### config.mk
export PLATFORM = sky130hd
export DESIGN_NAME = march_bist_controller
export DESIGN_NICKNAME = d
export VERILOG_FILES = /design/src/rtl/march_bist_controller.sv
export SDC_FILE = /design/constraint.sdc
export NUM_CORES = 1
export LEC_CHECK = 0
export CORE_MARGIN = 5
export CORE_UTILIZATION = 45
export CTS_BUF_LIST = sky130_fd_sc_hd__clkbuf_2
export CTS_CLUSTER_SIZE = 20
export DETAILED_ROUTE_END_ITERATION = 6
export DONT_BUFFER_PORTS = 1
export GPL_TIMING_DRIVEN = 0
export PLACE_DENSITY = 0.59
export SETUP_SLACK_MARGIN = 0.15
export SLEW_MARGIN = 40
export SYNTH_ARGS = -nofsm -noshare
export SYNTH_HDL_FRONTEND = slang
export SYNTH_SLANG_ARGS = --single-unit
### constraint.sdc
create_clock -name clk -period 2.5 [get_ports clk]
set_input_delay 0.25 -clock clk [delete_from_list [all_inputs] [get_ports clk]]
set_output_delay 0.25 -clock clk [all_outputs]
set_load 0.01 [all_outputs]
### src/rtl/march_bist_controller.sv
// March C- BIST sequencer: drives an external address generator and RAM port, compares reads, captures first fail.
// Optional BIST_STOP_ON_FAIL_EN: abort the run on the first miscompare.
module march_bist_controller #(
    parameter int AW = 4,
    parameter int DW = 8,
    parameter int CW = 8
) (
    input  logic          clk,
    input  logic          reset,
    input  logic          start,
    output logic          busy,
    output logic          done,
    output logic          ag_clr,
    output logic          ag_preset,
    output logic          ag_en,
    output logic          ag_up_down,
    input  logic [AW-1:0] ag_address,
    input  logic          ag_carry,
    output logic          mem_cs,
    output logic          mem_we,
    output logic [AW-1:0] mem_addr,
    output logic [DW-1:0] mem_wdata,
    input  logic [DW-1:0] mem_rdata,
    output logic          fail,
    output logic [AW-1:0] fail_addr,
    output logic [2:0]    fail_element,
    output logic [CW-1:0] fail_count
);

    typedef enum logic [2:0] {
        S_IDLE  = 3'd0,
        S_SETUP = 3'd1,
        S_OP0   = 3'd2,
        S_OP1   = 3'd3,
        S_DRAIN = 3'd4,
        S_DONE  = 3'd5
    } state_t;

    state_t        state_r;
    state_t        state_seq_s;
    state_t        state_s;
    logic [2:0]    elem_r;
    logic [2:0]    elem_s;

    logic          busy_s;
    logic          done_s;
    logic          clr_s;
    logic          preset_s;
    logic          en_s;
    logic          ud_s;
    logic          cs_s;
    logic          we_s;
    logic [DW-1:0] wdata_s;

    logic          cmp_valid_r;
    logic [DW-1:0] cmp_exp_r;
    logic [2:0]    cmp_elem_r;
    logic [AW-1:0] cmp_addr_r;
    logic          miscmp_s;
    logic          start_acc_s;
    logic          rd_now_s;

    // M3 and M4 walk the array downwards, all others upwards.
    function automatic logic elem_down(input logic [2:0] e);
        return (e == 3'd3) || (e == 3'd4);
    endfunction

    function automatic logic elem_two_ops(input logic [2:0] e);
        return (e != 3'd0) && (e != 3'd5);
    endfunction

    // Background expected by the read of an element: all-1 after M1/M3 wrote ones.
    function automatic logic read_bg(input logic [2:0] e);
        return (e == 3'd2) || (e == 3'd4);
    endfunction

    assign mem_addr    = ag_address;
    assign start_acc_s = (state_r == S_IDLE) && start;
    assign rd_now_s    = (state_r == S_OP0) && (elem_r != 3'd0);
    assign miscmp_s    = cmp_valid_r && (mem_rdata != cmp_exp_r);

    // State, element index and registered outputs.
    always_ff @(posedge clk or negedge reset) begin
        if (!reset) begin
            state_r    <= S_IDLE;
            elem_r     <= 3'd0;
            busy       <= 1'b0;
            done       <= 1'b0;
            ag_clr     <= 1'b0;
            ag_preset  <= 1'b0;
            ag_en      <= 1'b0;
            ag_up_down <= 1'b0;
            mem_cs     <= 1'b0;
            mem_we     <= 1'b0;
            mem_wdata  <= {DW{1'b0}};
        end else begin
            state_r    <= state_s;
            elem_r     <= elem_s;
            busy       <= busy_s;
            done       <= done_s;
            ag_clr     <= clr_s;
            ag_preset  <= preset_s;
            ag_en      <= en_s;
            ag_up_down <= ud_s;
            mem_cs     <= cs_s;
            mem_we     <= we_s;
            mem_wdata  <= wdata_s;
        end
    end

    // Next-state sequencing through the six march elements.
    always_comb begin
        state_seq_s = state_r;
        elem_s      = elem_r;
        case (state_r)
            S_IDLE: begin
                if (start) begin
                    state_seq_s = S_SETUP;
                    elem_s      = 3'd0;
                end else begin
                    state_seq_s = S_IDLE;
                end
            end
            S_SETUP: state_seq_s = S_OP0;
            S_OP0, S_OP1: begin
                if ((state_r == S_OP0) && elem_two_ops(elem_r)) begin
                    state_seq_s = S_OP1;
                end else if (!ag_carry) begin
                    state_seq_s = S_OP0;
                end else if (elem_r == 3'd5) begin
                    state_seq_s = S_DRAIN;
                end else begin
                    state_seq_s = S_SETUP;
                    elem_s      = elem_r + 3'd1;
                end
            end
            S_DRAIN: state_seq_s = S_DONE;
            S_DONE:  state_seq_s = S_IDLE;
            default: state_seq_s = S_IDLE;
        endcase
    end

`ifdef BIST_STOP_ON_FAIL_EN
    assign state_s = miscmp_s ? S_DONE : state_seq_s;
`else
    assign state_s = state_seq_s;
`endif

    // Output decode of the upcoming state so every output leaves a flop.
    always_comb begin
        busy_s   = 1'b0;
        done_s   = 1'b0;
        clr_s    = 1'b0;
        preset_s = 1'b0;
        en_s     = 1'b0;
        ud_s     = 1'b0;
        cs_s     = 1'b0;
        we_s     = 1'b0;
        wdata_s  = {DW{1'b0}};
        case (state_s)
            S_SETUP: begin
                busy_s = 1'b1;
                ud_s   = ~elem_down(elem_s);
                if (elem_down(elem_s)) begin
                    preset_s = 1'b1;
                end else begin
                    clr_s = 1'b1;
                end
            end
            S_OP0: begin
                busy_s = 1'b1;
                ud_s   = ~elem_down(elem_s);
                cs_s   = 1'b1;
                we_s   = (elem_s == 3'd0);
                en_s   = ~elem_two_ops(elem_s);
            end
            S_OP1: begin
                busy_s  = 1'b1;
                ud_s    = ~elem_down(elem_s);
                cs_s    = 1'b1;
                we_s    = 1'b1;
                wdata_s = {DW{elem_s[0]}};
                en_s    = 1'b1;
            end
            S_DRAIN: busy_s = 1'b1;
            S_DONE:  done_s = 1'b1;
            S_IDLE:  busy_s = 1'b0;
            default: busy_s = 1'b0;
        endcase
    end

    // Read data arrives a cycle late, so the expectation travels with it.
    always_ff @(posedge clk or negedge reset) begin
        if (!reset) begin
            cmp_valid_r <= 1'b0;
            cmp_exp_r   <= {DW{1'b0}};
            cmp_elem_r  <= 3'd0;
            cmp_addr_r  <= {AW{1'b0}};
        end else begin
            cmp_valid_r <= rd_now_s;
            cmp_exp_r   <= {DW{read_bg(elem_r)}};
            cmp_elem_r  <= elem_r;
            cmp_addr_r  <= ag_address;
        end
    end

    // Sticky fail status with first-fail capture and saturating count.
    always_ff @(posedge clk or negedge reset) begin
        if (!reset) begin
            fail         <= 1'b0;
            fail_addr    <= {AW{1'b0}};
            fail_element <= 3'd0;
            fail_count   <= {CW{1'b0}};
        end else if (start_acc_s) begin
            fail         <= 1'b0;
            fail_addr    <= {AW{1'b0}};
            fail_element <= 3'd0;
            fail_count   <= {CW{1'b0}};
        end else if (miscmp_s) begin
            fail <= 1'b1;
            if (!fail) begin
                fail_addr    <= cmp_addr_r;
                fail_element <= cmp_elem_r;
            end
            if (fail_count != {CW{1'b1}}) begin
                fail_count <= fail_count + {{(CW-1){1'b0}}, 1'b1};
            end
        end
    end

endmodule

# Word level (Yosys, flattened, before mapping)
# Index checks and enable logic that the tools add are counted.
[totals] ff_bits=47 output_inout_bits=36
[classes] n_eq_ne=19 add_sub_neg=2 n_mux=32 reduce_logical=20 bitwise=2
[ops] op="8-bit two-way mux" n=4
[ops] op="3-bit two-way mux" n=10
[ops] op="3-bit by 2-bit equality test with 1-bit output, second input constant" n=6
[ops] op="3-bit equality test, second input constant" n=6
[ops] op="4-bit two-way mux" n=3
[ops] op="3-bit one-hot mux with 4 select lines" n=1
[ops] op="1-bit two-way mux" n=11
[ops] op="8-bit by 1-bit adder with 8-bit output, second input constant" n=1
[ops] op="8-bit != test" n=1
[ops] op="8-bit != test, second input constant" n=1
[ops] op="3-bit by 1-bit equality test with 1-bit output, second input constant" n=2
[ops] op="1-bit logical AND" n=6
[ops] op="3-bit zero test" n=2
[ops] op="3-bit != test, second input constant" n=2
[ops] op="3-bit one-hot mux with 2 select lines" n=1
[ops] op="3-bit nonzero test" n=2
[ops] op="1-bit one-hot mux with 2 select lines" n=2
[ops] op="2-bit AND reduction" n=2
[ops] op="2-bit nonzero test" n=2
[ops] op="2-bit OR reduction" n=2
[ops] op="4-bit OR reduction" n=1
[ops] op="3-bit by 1-bit adder with 3-bit output, second input constant" n=1
[ops] op="3-bit OR reduction" n=1
[ops] op="1-bit logical OR" n=2
[ops] op="other kinds (2)" n=3

# Logic depth before layout (Yosys ltp)
# Gate-level depths: netlist of the first run.
[depth] word_depth=9 ltp_mapped=8

# Worst setup path after synthesis of the first run
# Ideal clock, no wire load.
[synth_path] kind="register to register" startpoint="register elem_r[0]" endpoint="register ag_clr" required_time_ps=2381 path_slack_ps=287 synth_period_minus_slack_ps=2213 t_arrival_ps=2094 path_stages_with_launch=8 path_cell_list="dfrtp_1 inv_1 ha_1 nor2b_1 or3_4 a311o_1 or3_4 o21a_1"
[synth_between] elab_chain_len=9 word_cells_on_any_way=21 cone_classes="add/sub: 1; eq/ne: 5; mux: 11; reduce/logical: 4"
[synth_lines] item="start, declared" line="42" text="logic [2:0] elem_r;"
[synth_lines] item="start signal, assigned" line="98" text="elem_r <= elem_s;"
[synth_lines] item="3-bit by 1-bit adder with 3-bit output (tied with other cells)" line="134" text="elem_s = elem_r + 3'd1;"
[synth_lines] item="3-bit two-way mux / 1-bit logical AND (equally long branches)" line="130, 69"
[synth_lines] item="3-bit two-way mux / 1-bit logical AND (equally long branches)" line="128, 126"
[synth_lines] item="3-bit two-way mux" line="126" text="if ((state_r == S_OP0) && elem_two_ops(elem_r)) begin"
[synth_lines] item="3-bit one-hot mux with 2 select lines" line="115" text="case (state_r)"
[synth_lines] item="3-bit by 2-bit equality test with 1-bit output / 3-bit equality test (equally long branches)" line="65" text="return (e == 3'd3) || (e == 3'd4);"
[synth_lines] item="1-bit logical OR" line="65"
[synth_lines] item="1-bit two-way mux" line="164" text="if (elem_down(elem_s)) begin"
[synth_lines] item="1-bit two-way mux (*)" line="160" text="case (state_s)"
[synth_lines] item="named net clr_s" line="47" text="logic clr_s;"
[synth_lines] item="end signal, assigned" line="101" text="ag_clr <= clr_s;"
[synth_lines] item="end, declared" line="13" text="output logic ag_clr,"
# The timed path passes the listed nets; every way through them passes the cells marked *.
# A chain may end at the register's enable or synchronous reset.

# Worst setup path in the final report of the first run
# Same ends and word-level chain as after synthesis.

==> results of run 1 <==
[worst max path at each step]
stage	end	slack (ns)	depth (start not counted)
3_3_place_gp	ag_clr$_DFF_PN0_	0.11	7
5_1_grt	ag_preset$_DFF_PN0_	0.1	7
3_5_place_dp	ag_clr$_DFF_PN0_	0.06	7
6_report	ag_clr$_DFF_PN0_	0.17	7
4_1_cts	ag_clr$_DFF_PN0_	0.18	7
2_1_floorplan	ag_clr$_DFF_PN0_	0.29	7
[cell type report]
type,count,share of cell area [%]
Buffer,14,4.71
Clock buffer,5,1.15
Clock inverter,3,0.861
Inverter,6,1.03
Multi-Input combinational cell,113,37.9
Sequential cell,40,46.0
Tap cell,50,2.87
Timing Repair Buffer,12,5.45
[power breakdown]
group          leakage (nW)  switching (W)  internal [W]
Combinational         0.456       0.000557      0.000475
Sequential            0.506       0.000205      0.000852
Clock                0.0327       0.000217     0.0000678
Total                 0.995       0.000979       0.00139
[per-stage QoR]
step	util, %	area, um^2
final	53.7	2180
after detailed placement	48.9	1990
after floorplan	-	1920
after global routing	53.7	2180
after global placement	48.9	1990
after CTS	52.0	2110
[layout by cell type, fill, tap and decap left out, drive strengths merged, types with 2 or more instances in the layout]
cell type / instances
clkbuf: 6
dlygate4sd3: 5
or3: 5
o21a: 3
dfrtp: 40
nor2: 19
or4: 2
and3: 6
nand4: 2
inv: 6
a21oi: 8
buf: 20
ha: 6
nor3: 7
xnor2: 2
mux2: 2
nand2: 14
mux2i: 8
clkinv: 3
a31o: 3
nand3: 5
a311o: 2
o21ai: 4
[repair_timing]
action,CTS,global route
resized for setup,1,10
pin swaps,0,6
buffers inserted,1,5
hold endpoints to repair,44,0
hold buffers,6,0
setup endpoints to repair,5,5
[metal layers]
metal	part of all wire (%)	vias to the layer above	routed length (um)	global-route usage, %
met1	39	648	1520	17.8
met2	53	40	2060	24.3
li1	-	638	-	-
met4	1.0	0	40	4.66
met3	6.5	4	253	5.15
met5	0	-	0	0
[cells by family (layout without fill, tap and decap cells)]
group | Yosys count | after routing | share of synthesized area, %
AOI/OAI and AO/OA | 27 | 27 | 11.3
xor gates and xnor gates | 2 | 2 | 0.911
adders and majority gates | 6 | 6 | 3.90
buffers and inverters | 20 | 40 | 6.51
DFF | 40 | 40 | 52.0
muxes | 10 | 10 | 5.53
and+or+nand+nor | 68 | 68 | 19.8
[registers in the layout, summed over array words and instances (netlist names), 3 cells and up]
register	count
elem_r	3
fail_element	3
cmp_addr_r	4
fail_count	8
cmp_elem_r	3
state_r	3
fail_addr	4
==> flow_metrics.env, run 1 <==
export IMPL_yosysTopAreaCellShare_pct=52.0
export IMPL_cts_root_buf="clkbuf_2"
export IMPL_maxSlewViolCount=0
export IMPL_arrival_ns=2.62
export IMPL_htree_levels=2
export IMPL_syn_inst=173
export IMPL_grt_util_all_layers_pct=14.6
export IMPL_fmax_mhz=429
export IMPL_path_class="register to register"
export IMPL_dr_pass1_iters=4
export IMPL_critical_path_n_buffers_inverters=1
export IMPL_hp_class="primary input to register"
export IMPL_clock_skew_ns=0.0180
export IMPL_status="finished, final reports clean"
export IMPL_fin_hold_ws_ns=0.148
export IMPL_ff2ff_path_depth=7
export IMPL_rr_startpoint="elem_r[0]$_DFF_PN0_"
export IMPL_hold_viol=0
export IMPL_multiInputGateArea_um2=827
export IMPL_reg2reg_to="ag_clr$_DFF_PN0_"
export IMPL_cp_common_cell="or3_4"
export IMPL_num_vias=1330
export IMPL_cap_violations=0
export IMPL_yosysWarnings=0
export IMPL_fillers=353
export IMPL_critPathRequiredTime_ns=2.79
export IMPL_critPathTopFamily="simple AND/OR/NAND/NOR gates"
export IMPL_cp_cell_sequence="buf_6 -> ha_4 -> and2_4 -> or3_4 -> a311o_2 -> or3_4 -> o21a_1"
export IMPL_drt_first_iter_violations=80
export IMPL_gp_congestion=0.807
export IMPL_io_buffer_count=0
export IMPL_slowest_delay_ns=0.47
export IMPL_vias_per_cell=5.47
export IMPL_dp_cells=223
export IMPL_synth_area_mm2=0.00192
export IMPL_power_per_cell_area_mw_per_mm2=1090
export IMPL_ys_seq_area_share_pct=52.0
export IMPL_cts_sinks=40
export IMPL_setup_violations=0
export IMPL_ir_drop_v=0.000556
export IMPL_clk_latency_ns=0.39
export IMPL_synth_ff_type="dfrtp_1"
export IMPL_tns_ns=0
export IMPL_register_area_mm2=0.00100
export IMPL_crit_start="elem_r[0]$_DFF_PN0_"
export IMPL_min_period_over_period_pct=93.3
export IMPL_layout_min_cycle_time_ns=2.33
export IMPL_rsz0062_at_grt="yes"
export IMPL_synth_edf_count=0
export IMPL_die_h_um=75.4
export IMPL_synth_cell_types=45
export IMPL_synthTopCellsByArea="dfrtp_1 52%, buf_4 4.3%, ha_1 3.9%, nor2_1 3.7%, mux2i_1 3.6%"
export IMPL_hold_end="mem_cs$_DFF_PN0_"
export IMPL_first_global_vias=1336
export IMPL_grt_overflow=0
export IMPL_synth_most_common_cell="dfrtp_1"
export IMPL_reg2reg_slack_ns=0.17
export IMPL_dp_hpwl_mm=2.74
export IMPL_syn_area_per_cell_um2=11.1
export IMPL_hold_path_depth=2
export IMPL_wirelength_mm=3.87
export IMPL_layoutNonFillerInstCount=243
export IMPL_critPathMaxFanout=5
export IMPL_synth_seq_cells=40
export IMPL_ios=52
export IMPL_syn2layout_area_growth_pct=13.3
export IMPL_clk_path_buf_depth=2
export IMPL_crit_slowest_cell="dfrtp_2"
export IMPL_pre_cts_slack_ns=0.0551
export IMPL_worst_pin_slew_ns=0.749
export IMPL_hold_start="ag_carry"
export IMPL_leakagePower_nw=0.995
export IMPL_clk_pin_slew_ns=0.21
export IMPL_finalWorstSetupSlack_ns=0.167
export IMPL_crit_path_start_kind="register"
export IMPL_initial_core_util_pct=47.4
export IMPL_slew_headroom_pct=49.7
export IMPL_cts_tree="yes"
export IMPL_die_area_mm2=0.00568
export IMPL_ys_top_cells_by_count="40 x dfrtp_1, 19 x nor2_1, 14 x nand2_1"
export IMPL_drc=0
export IMPL_wl_per_cell_um=15.9
export IMPL_antenna_found_initial=0
export IMPL_nets=214
export IMPL_async_flop_share_pct=100
export IMPL_worst_setup_path_end_kind="register"
export IMPL_yosys_area_top_type="dfrtp_1"
export IMPL_fp_row_count=23
export IMPL_diodes=0
export IMPL_die_w_um=75.4
export IMPL_ant_nets=0
export IMPL_cts_buffers=5
export IMPL_drive_above_1_share_pct=26.9
export IMPL_core_mm2=0.00406
export IMPL_syn_nets=195
export IMPL_grt_max_degree=41
export IMPL_grt_pass1_wl_mm=6.27
export IMPL_p_total_w=0.00237
Power figures use the tool's default switching activity.
==> inputs of run 2 (changes only) <==
SLEW_MARGIN = 10   (was 40)
==> results of run 2 <==
Final layout, timing and power as in run 1 (identical DEF).
==> inputs of run 3 (changes only) <==
CORE_MARGIN = 4   (was 5)
SETUP_SLACK_MARGIN = 0.5   (was 0.15)
==> run 3 against run 2 <==
  * Final cell count rose by 2.5%
  * Design area rose by 8.0%
  * Critical path depth fell by 1
  * Sequential share of layout area fell by 3.3 points
  * Sequential power barely moved
  * Largest cell class unchanged
==> flow_metrics.env, run 3 (synthesis results as in run 1) <==
export IMPL_clk_latency_ns=0.40
export IMPL_num_vias=1367
export IMPL_largestRegisters="fail_count x8, cmp_addr_r x4, fail_addr x4"
export IMPL_io_buffer_count=0
export IMPL_pre_cts_slack_ns=0.163
export IMPL_layout_min_cycle_time_ns=2.08
export IMPL_maxSlewViolCount=0
export IMPL_cts_root_buf="clkbuf_2"
export IMPL_slew_headroom_pct=51.4
export IMPL_leakagePower_nw=1.06
export IMPL_layoutNonFillerInstCount=249
export IMPL_initial_core_util_pct=47.4
export IMPL_first_global_vias=1381
export IMPL_cts_buffers=5
export IMPL_core_mm2=0.00406
export IMPL_dr_pass1_iters=5
export IMPL_combinationalPowerShare_pct=41.6
export IMPL_ios=52
export IMPL_syn2layout_area_growth_pct=22.4
export IMPL_drive_above_1_share_pct=32.7
export IMPL_finalWorstSetupSlack_ns=0.416
export IMPL_clk_path_buf_depth=2
export IMPL_cts_sinks=40
export IMPL_hold_start="start"
export IMPL_drc=0
export IMPL_largest_reg_flops=8
export IMPL_wirelength_mm=4.18
export IMPL_dp_hpwl_mm=2.74
export IMPL_intPower_w=0.00180
export IMPL_path_class="register to register"
export IMPL_clk_pin_slew_ns=0.21
export IMPL_final_common_cell="dfrtp_1"
export IMPL_crit_start="elem_r[0]$_DFF_PN0_"
export IMPL_ir_drop_v=0.000710
export IMPL_hp_class="primary input to register"
export IMPL_critPathMaxFanout=3
export IMPL_status="finished, final reports clean"
export IMPL_grt_max_degree=41
export IMPL_final_cell_mix="37 x dfrtp_1, 23 x buf_4, 19 x nor2_1, 14 x nand2_1, 7 x mux2i_1"
export IMPL_rr_startpoint="elem_r[0]$_DFF_PN0_"
export IMPL_drt_first_iter_violations=57
export IMPL_seqPwrFrac_pct=37.7
export IMPL_gp_congestion=0.793
export IMPL_cts_tree="yes"
export IMPL_switching_share_pct=36.7
export IMPL_hold_viol=0
export IMPL_htree_levels=2
export IMPL_cap_violations=0
export IMPL_fmax_mhz=480
export IMPL_grt_overflow=0
export IMPL_diodes=0
export IMPL_setup_violations=0
export IMPL_vias_per_cell=5.49
export IMPL_arrival_ns=2.40
export IMPL_nets=220
export IMPL_tns_ns=0
export IMPL_wl_per_cell_um=16.8
export IMPL_clock_skew_ns=0.0138
export IMPL_fin_util_pct=58.0
export IMPL_worst_pin_slew_ns=0.725
export IMPL_power_per_cell_area_mw_per_mm2=1210
export IMPL_min_period_over_period_pct=83.3
export IMPL_dp_cells=223
export IMPL_worst_setup_path_end_kind="register"
export IMPL_die_h_um=73.4
export IMPL_grt_pass1_wl_mm=6.75
export IMPL_antenna_found_initial=0
export IMPL_rsz0062_at_grt="yes"
export IMPL_fin_hold_ws_ns=0.131
export IMPL_die_area_mm2=0.00538
export IMPL_clkPwrFrac_pct=20.7
export IMPL_ant_nets=0
export IMPL_netSwitchingPower_w=0.00105
export IMPL_grt_util_all_layers_pct=16.6
export IMPL_fillers=335
export IMPL_die_w_um=73.4
export IMPL_critPathRequiredTime_ns=2.82
export IMPL_crit_path_start_kind="register"
export IMPL_top_register="fail_count"
export IMPL_fp_row_count=23
-- run 3: stage by stage --
stage	total power, W	instance area [um^2]
2_1_floorplan	0.00183	1960
3_3_place_gp	0.00200	2030
3_5_place_dp	0.00204	2030
4_1_cts	0.00282	2330
5_1_grt	0.00304	2350
6_report	0.00285	2350
-- run 3: final cells by class --
cell class / count / area [um^2] / share of cell area [%]
sequential: 40 / 1000 / 42.7
clock inverter: 3 / 90.1 / 3.83
clock buffer: 5 / 25.0 / 1.06
inverter: 6 / 25.0 / 1.06
tap: 50 / 62.6 / 2.66
timing repair buffer: 18 / 160 / 6.80
buffer: 14 / 103 / 4.36
multi-input combinational: 113 / 883 / 37.5
-- run 3: worst paths after layout --
check | to | slack, ns | cells after the start
worst max register to register | ag_clr$_DFF_PN0_ | 0.42 | 6
max in group asynchronous | elem_r[0]$_DFF_PN0_ | 2.03 | 2
worst min-delay path | fail_count[7]$_DFFE_PN0P_ | 0.13 | 2
min in group asynchronous | fail_count[0]$_DFFE_PN0P_ | 0.26 | 2
worst max-delay path | ag_clr$_DFF_PN0_ | 0.42 | 6
worst min register to register | cmp_elem_r[2]$_DFF_PN0_ | 0.41 | 0
-- run 3: critical path, cell delays in order, from the launching register on --
cell and delay [ns]:
dfrtp_2 0.50, ha_4 0.17, and2_4 0.14, or3_4 0.38, a311o_2 0.36, or3_4 0.34
o21a_1 0.11
-- run 3: power by group through the flow --
stage	registers [W]	clock network (W)	logic, W
floorplan	0.00105	0	0.000784
global placement	0.00109	0	0.000908
detailed placement	0.00110	0	0.000946
CTS	0.00108	0.000601	0.00113
global route	0.00110	0.000631	0.00131
finish	0.00107	0.000590	0.00118
-- run 3: what timing repair did --
action | CTS | global route
resized for setup | 10 | 3
endpoints found under the hold margin | 44 | 0
setup endpoints to repair | 10 | 8
cloned | 0 | 0
buffers inserted | 10 | 2
pin swaps | 7 | 3
hold buffers | 6 | 0
-- run 3: layer usage --
layer	vias to the layer above	wire length (um)	track usage [%]
met2	45	2300	28.4
met3	11	309	6.70
met4	0	97	7.44
met1	660	1480	18.0
li1	651	-	-
met5	-	0	0
